`src/rtl/sr_bank_writer_if.sv`:
```
// Request handshake bundle for sr_bank_writer: target word offered over valid/ready.
interface sr_bank_writer_if #(
  parameter int unsigned WIDTH = 8
);
  logic             req_valid;
  logic             req_ready;
  logic [WIDTH-1:0] req_data;

  modport master (output req_valid, output req_data, input req_ready);
  modport slave  (input req_valid, input req_data, output req_ready);
endinterface

```
`src/rtl/sr_bank_writer.sv`:
```
// Write-side controller for a bank of set/reset flip-flops: drive S/R bursts, settle, verify readback.
// Optional feature macro SR_RETRY_EN: one extra drive burst after a first readback mismatch.
module sr_bank_writer #(
  parameter int unsigned WIDTH         = 8,
  parameter int unsigned PULSE_CYCLES  = 2,
  parameter int unsigned SETTLE_CYCLES = 1
) (
  input  logic              clk,
  input  logic              rst,
  sr_bank_writer_if.slave   req,
  input  logic [WIDTH-1:0]  q_in,
  output logic [WIDTH-1:0]  sr_s,
  output logic [WIDTH-1:0]  sr_r,
  output logic              busy,
  output logic              done,
  output logic              err,
  output logic [WIDTH-1:0]  err_mask
);

  localparam int unsigned MAXC = (PULSE_CYCLES > SETTLE_CYCLES) ? PULSE_CYCLES : SETTLE_CYCLES;
  localparam int unsigned CW   = (MAXC > 1) ? $clog2(MAXC + 1) : 1;
  localparam logic [CW-1:0] P_LD = CW'(PULSE_CYCLES - 1);
  localparam logic [CW-1:0] S_LD = (SETTLE_CYCLES > 0) ? CW'(SETTLE_CYCLES - 1) : '0;

  typedef enum logic [1:0] {S_IDLE, S_DRIVE, S_SETTLE, S_CHECK} state_t;

  state_t           r_state;
  logic [CW-1:0]    r_cnt;
  logic [WIDTH-1:0] r_tgt;
  logic [WIDTH-1:0] w_tgt;
  logic [WIDTH-1:0] w_set;
  logic [WIDTH-1:0] w_rst;
  logic [WIDTH-1:0] w_diff;
`ifdef SR_RETRY_EN
  logic             r_retried;
`endif

  // Masks are formed from the incoming word at accept and from the latched target in CHECK.
  assign w_tgt  = (r_state == S_IDLE) ? req.req_data : r_tgt;
  assign w_set  = w_tgt & ~q_in;
  assign w_rst  = ~w_tgt & q_in;
  assign w_diff = w_tgt ^ q_in;

  assign req.req_ready = (r_state == S_IDLE) && !rst;
  assign busy          = (r_state != S_IDLE);

  always_ff @(posedge clk) begin
    if (rst) begin
      r_state  <= S_IDLE;
      r_cnt    <= '0;
      r_tgt    <= '0;
      sr_s     <= '0;
      sr_r     <= '0;
      done     <= 1'b0;
      err      <= 1'b0;
      err_mask <= '0;
`ifdef SR_RETRY_EN
      r_retried <= 1'b0;
`endif
    end else begin
      done <= 1'b0;
      case (r_state)
        S_IDLE: begin
          if (req.req_valid) begin
            r_tgt    <= req.req_data;
            err      <= 1'b0;
            err_mask <= '0;
`ifdef SR_RETRY_EN
            r_retried <= 1'b0;
`endif
            if ((w_set | w_rst) != '0) begin
              r_state <= S_DRIVE;
              sr_s    <= w_set;
              sr_r    <= w_rst;
              r_cnt   <= P_LD;
            end else begin
              r_state <= S_CHECK;
            end
          end
        end
        S_DRIVE: begin
          if (r_cnt == '0) begin
            sr_s <= '0;
            sr_r <= '0;
            if (SETTLE_CYCLES > 0) begin
              r_state <= S_SETTLE;
              r_cnt   <= S_LD;
            end else begin
              r_state <= S_CHECK;
            end
          end else begin
            r_cnt <= r_cnt - 1'b1;
          end
        end
        S_SETTLE: begin
          if (r_cnt == '0) r_state <= S_CHECK;
          else             r_cnt   <= r_cnt - 1'b1;
        end
        S_CHECK: begin
`ifdef SR_RETRY_EN
          if ((w_diff != '0) && !r_retried) begin
            r_retried <= 1'b1;
            r_state   <= S_DRIVE;
            sr_s      <= w_set;
            sr_r      <= w_rst;
            r_cnt     <= P_LD;
          end else begin
            err_mask <= w_diff;
            err      <= |w_diff;
            done     <= 1'b1;
            r_state  <= S_IDLE;
          end
`else
          err_mask <= w_diff;
          err      <= |w_diff;
          done     <= 1'b1;
          r_state  <= S_IDLE;
`endif
        end
        default: r_state <= S_IDLE;
      endcase
    end
  end

endmodule

```
`src/flat_wrapper.sv`:
```
// flat-port wrapper written by rule: the top's interface ports become plain ports
module sr_bank_writer_flat 
#(
  parameter int unsigned WIDTH         = 8,
  parameter int unsigned PULSE_CYCLES  = 2,
  parameter int unsigned SETTLE_CYCLES = 1
)
  (clk, rst, q_in, sr_s, sr_r, busy, done, err, err_mask, req_req_valid, req_req_data, req_req_ready);
  sr_bank_writer_if #(.WIDTH(WIDTH)) req_i ();
  input  logic clk;
  input  logic rst;
  input  logic [WIDTH-1:0] q_in;
  output logic [WIDTH-1:0] sr_s;
  output logic [WIDTH-1:0] sr_r;
  output logic busy;
  output logic done;
  output logic err;
  output logic [WIDTH-1:0] err_mask;
  input wire logic [$bits(req_i.req_valid)-1:0] req_req_valid;
  input wire logic [$bits(req_i.req_data)-1:0] req_req_data;
  output wire logic [$bits(req_i.req_ready)-1:0] req_req_ready;
  assign req_i.req_valid = req_req_valid;
  assign req_i.req_data = req_req_data;
  assign req_req_ready = req_i.req_ready;
  sr_bank_writer #(.WIDTH(WIDTH), .PULSE_CYCLES(PULSE_CYCLES), .SETTLE_CYCLES(SETTLE_CYCLES)) u_core (.clk(clk), .rst(rst), .req(req_i), .q_in(q_in), .sr_s(sr_s), .sr_r(sr_r), .busy(busy), .done(done), .err(err), .err_mask(err_mask));
endmodule
```
`config.mk`:
```
export PLATFORM = sky130hd
export DESIGN_NAME = sr_bank_writer_flat
export DESIGN_NICKNAME = d
export VERILOG_FILES = /design/src/rtl/sr_bank_writer_if.sv /design/src/rtl/sr_bank_writer.sv /design/src/flat_wrapper.sv
export SDC_FILE = /design/constraint.sdc
export NUM_CORES = 1
export LEC_CHECK = 0
export ABC_CLOCK_PERIOD_IN_PS = 3150
export BUFFER_PORTS_ARGS = -buffer_cell sky130_fd_sc_hd__buf_4
export CAP_MARGIN = 20
export CORE_MARGIN = 5
export CORE_UTILIZATION = 53
export DETAILED_ROUTE_END_ITERATION = 10
export GPL_TIMING_DRIVEN = 0
export PLACE_DENSITY = 0.9
export SLEW_MARGIN = 20
export SYNTH_ARGS = -nofsm -noshare
export SYNTH_HDL_FRONTEND = slang
export SYNTH_SLANG_ARGS = --single-unit
```
`constraint.sdc`:
```
create_clock -name clk -period 3.15 [get_ports clk]
set_input_delay 0.4725 -clock clk [delete_from_list [all_inputs] [get_ports clk]]
set_output_delay 0.4725 -clock clk [all_outputs]
set_load 0.01 [all_outputs]
```
==> impl_metrics.ini <==
[job]
cap_viol_max_count = 0

[setup_path]
cp.arrival_ns = 3.15
rr_worst_depth = 10
worstSetupPathType = reg -> reg
ff2ff_setup_slack_ns = 0.22
startpoint_type = flip-flop
timing.rr.start = u_core.r_state[0]
r2r-end = u_core.sr_r[0]
crit_required_ns = 3.37
cp-end-kind = flip-flop
cp_max_fo = 10

[detailed_routing]
drt_iter0_drc = 153
routedWlPerCell_um = 15.0
first_pass_iters = 5
num_vias = 1798
via_per_inst = 5.55
ant_nets = 0
drc = 0
totalWireLength_mm = 4.86

[yosys]
yosys_warnings = 0
async_flop_share_pct = 0
postSynthCellCount = 225
ys.flop_type = dfxtp_1
synth_area_mm2 = 0.00199
synth.avg_cell_area_um2 = 8.86
yosys-top-cells-count = 39 x nand2_1, 38 x dfxtp_1, 24 x a21oi_1
yosysMostFrequentCell = nand2_1
synth_top_area_share_pct = 38.2
netlist_top_cells_area = dfxtp_1 38%, ha_1 14%, nand2_1 7.3%
synth_edf_count = 0
yosysUniqueCellTypes = 32
yosysSeqAreaShare_pct = 38.2
synth_top_area_cell = dfxtp_1
synth_nets = 267
ys_ff_latch = 38

[global_routing]
first_global_vias = 1761
grt_usage_pct = 19.9
grt_max_degree = 11
grt.overflow.total = 0
antenna_found_initial = 0
grt_pass1_wl_mm = 7.96

[worst_hold_path]
hold_end = u_core.r_tgt[2]
whs_path_depth = 3
hold_class = in -> reg
hp-start = req_req_data[2]

[sta]
finalSetupViolations = 0
fin_ws_ns = 0.217
worst_pin_slew_ns = 0.531
maxSlewHeadroom_pct = 64.6
fmax_mhz = 341
fin_crit_sh_pct = 93.1
drv_slew = 0
min_period_ns = 2.93
skew_ns = 0.00452
hold_viol_final = 0
whs_ns = 0.429

[outcome]
outcome = finished, final reports clean

[floorplan]
num_rows = 22
die_w_um = 71.3
initial_core_util_pct = 54.4
fp.coreArea_mm2 = 0.00366
fp.dieH_um = 71.3
pin_count = 47
die_area_mm2 = 0.00509

[power]
p_leak_nw = 1.10
pwr-share-comb_pct = 50.0
seqPwrFrac_pct = 32.6
netSwitchingFraction_pct = 40.0
power.density_mw_per_mm2 = 774
p_clk_share_pct = 17.4
p_int_w = 0.00115
ir_drop_mv = 0.637
p_switching_w = 0.000768
power_w = 0.00192

[finish]
n_fill_cell = 309
area_growth_pct = 24.6
final_nets = 319
seq_area_um2 = 761
multi_input_area_mm2 = 0.00109
diodes = 0
drive_above_1_share_pct = 23.9

[cts]
cts_buffer_depth = 2
numCtsBuffers = 5
root_buffer = clkbuf_8
cts_tree = built
hold_buffers = 0
postCtsSetupRepairBufs = 0
cts.clk_slew.worst_paths_ns = 0.07
clk_latency_ns = 0.29
cts_max_level = 2
cts.sinks = 38
cts-resized-gates = 0

[place]
place.gp.congestion = 0.789
post-place-ws_ns = 0.203
io_buffers = 45
hpwl_mm = 3.61
## metrics by stage
step / area [um2] / util, % / TNS [ns] / std cells
CTS: 2470 / 67.6 / 0 / 324
global placement: 2390 / 65.3 / 0 / 318
global route: 2480 / 67.8 / -0.00184 / 324
finish: 2480 / 67.8 / 0 / 324
floorplan: 1990 / - / 0 / 225
detailed placement: 2390 / 65.3 / 0 / 318
## cell usage in the layout (no fill, tap or decap), types with 2 or more instances in the layout
master and instances:
nor2_1 15, a32oi_1 16, inv_1 21, clkbuf_1 5
mux2_2 2, clkbuf_8 6, inv_2 2, buf_2 2
a2bb2oi_1 9, a21oi_1 24, ha_1 23, nand2_1 39
dfxtp_1 38, a311oi_1 2, buf_4 45, mux2_1 7
nor3_1 2
## routing by layer
layer	track usage (%)	part of all wire, %
met1	23.5	42
met2	33.3	50
met3	4.49	6.5
met4	10.4	1.7
met5	0	0
## registers in the layout, summed over array words and instances, names as in the netlist
signal           flops
u_core.err_mask      8
u_core.done          1
u_core.r_state       2
u_core.sr_s          8
u_core.r_tgt         8
u_core.r_cnt         2
u_core.err           1
u_core.sr_r          8
## area by class of cell
class,count,share of cell area (%)
plain buffers,10,2.52
clock buffers,6,3.32
inverters,23,3.48
multi-input cells,154,44.0
flip-flops and latches,38,30.6
well taps,48,2.42
repair buffers,45,13.6
## worst max-delay path, cell delays in order, from the launching register on
cell,delay (ns)
dfxtp_1,0.34
inv_1,0.09
ha_1,0.29
clkbuf_4,0.28
mux2_1,0.38
ha_1,0.33
nand4_1,0.25
o21ai_4,0.30
buf_2,0.26
a32oi_1,0.14
a21oi_1,0.19
## worst max path at each step
| stage | start | to | slack (ns) | cells after the start |
|---|---|---|---|---|
| global placement | u_core.r_state[0] | u_core.sr_r[0] | 0.28 | 10 |
| global route | u_core.r_state[1] | u_core.sr_r[0] | -0.002 | 10 |
| finish | u_core.r_state[0] | u_core.sr_r[0] | 0.22 | 10 |
| detailed placement | u_core.r_state[0] | u_core.sr_r[0] | 0.20 | 10 |
| CTS | u_core.r_state[0] | u_core.sr_r[0] | 0.17 | 10 |
| floorplan | u_core.r_state[0] | u_core.sr_r[0] | 0.68 | 10 |
## power groups by stage
stage	Clock, W	Combinational, W	Sequential [W]
floorplan	0	0.000641	0.000645
global placement	0	0.000915	0.000630
detailed placement	0	0.000939	0.000635
CTS	0.000341	0.000949	0.000625
global route	0.000359	0.00105	0.000636
finish	0.000335	0.000961	0.000626
## cell families (layout without fill, tap and decap cells)
logic type	after synthesis	after routing	share of synthesized area [%]
mux	9	9	5.08
fa+ha+maj	23	23	14.4
simple gates	63	63	13.4
buf+inv	33	84	7.34
compound gates	59	59	21.5
flops	38	38	38.2
No activity file was read; power rests on OpenSTA's default activity.
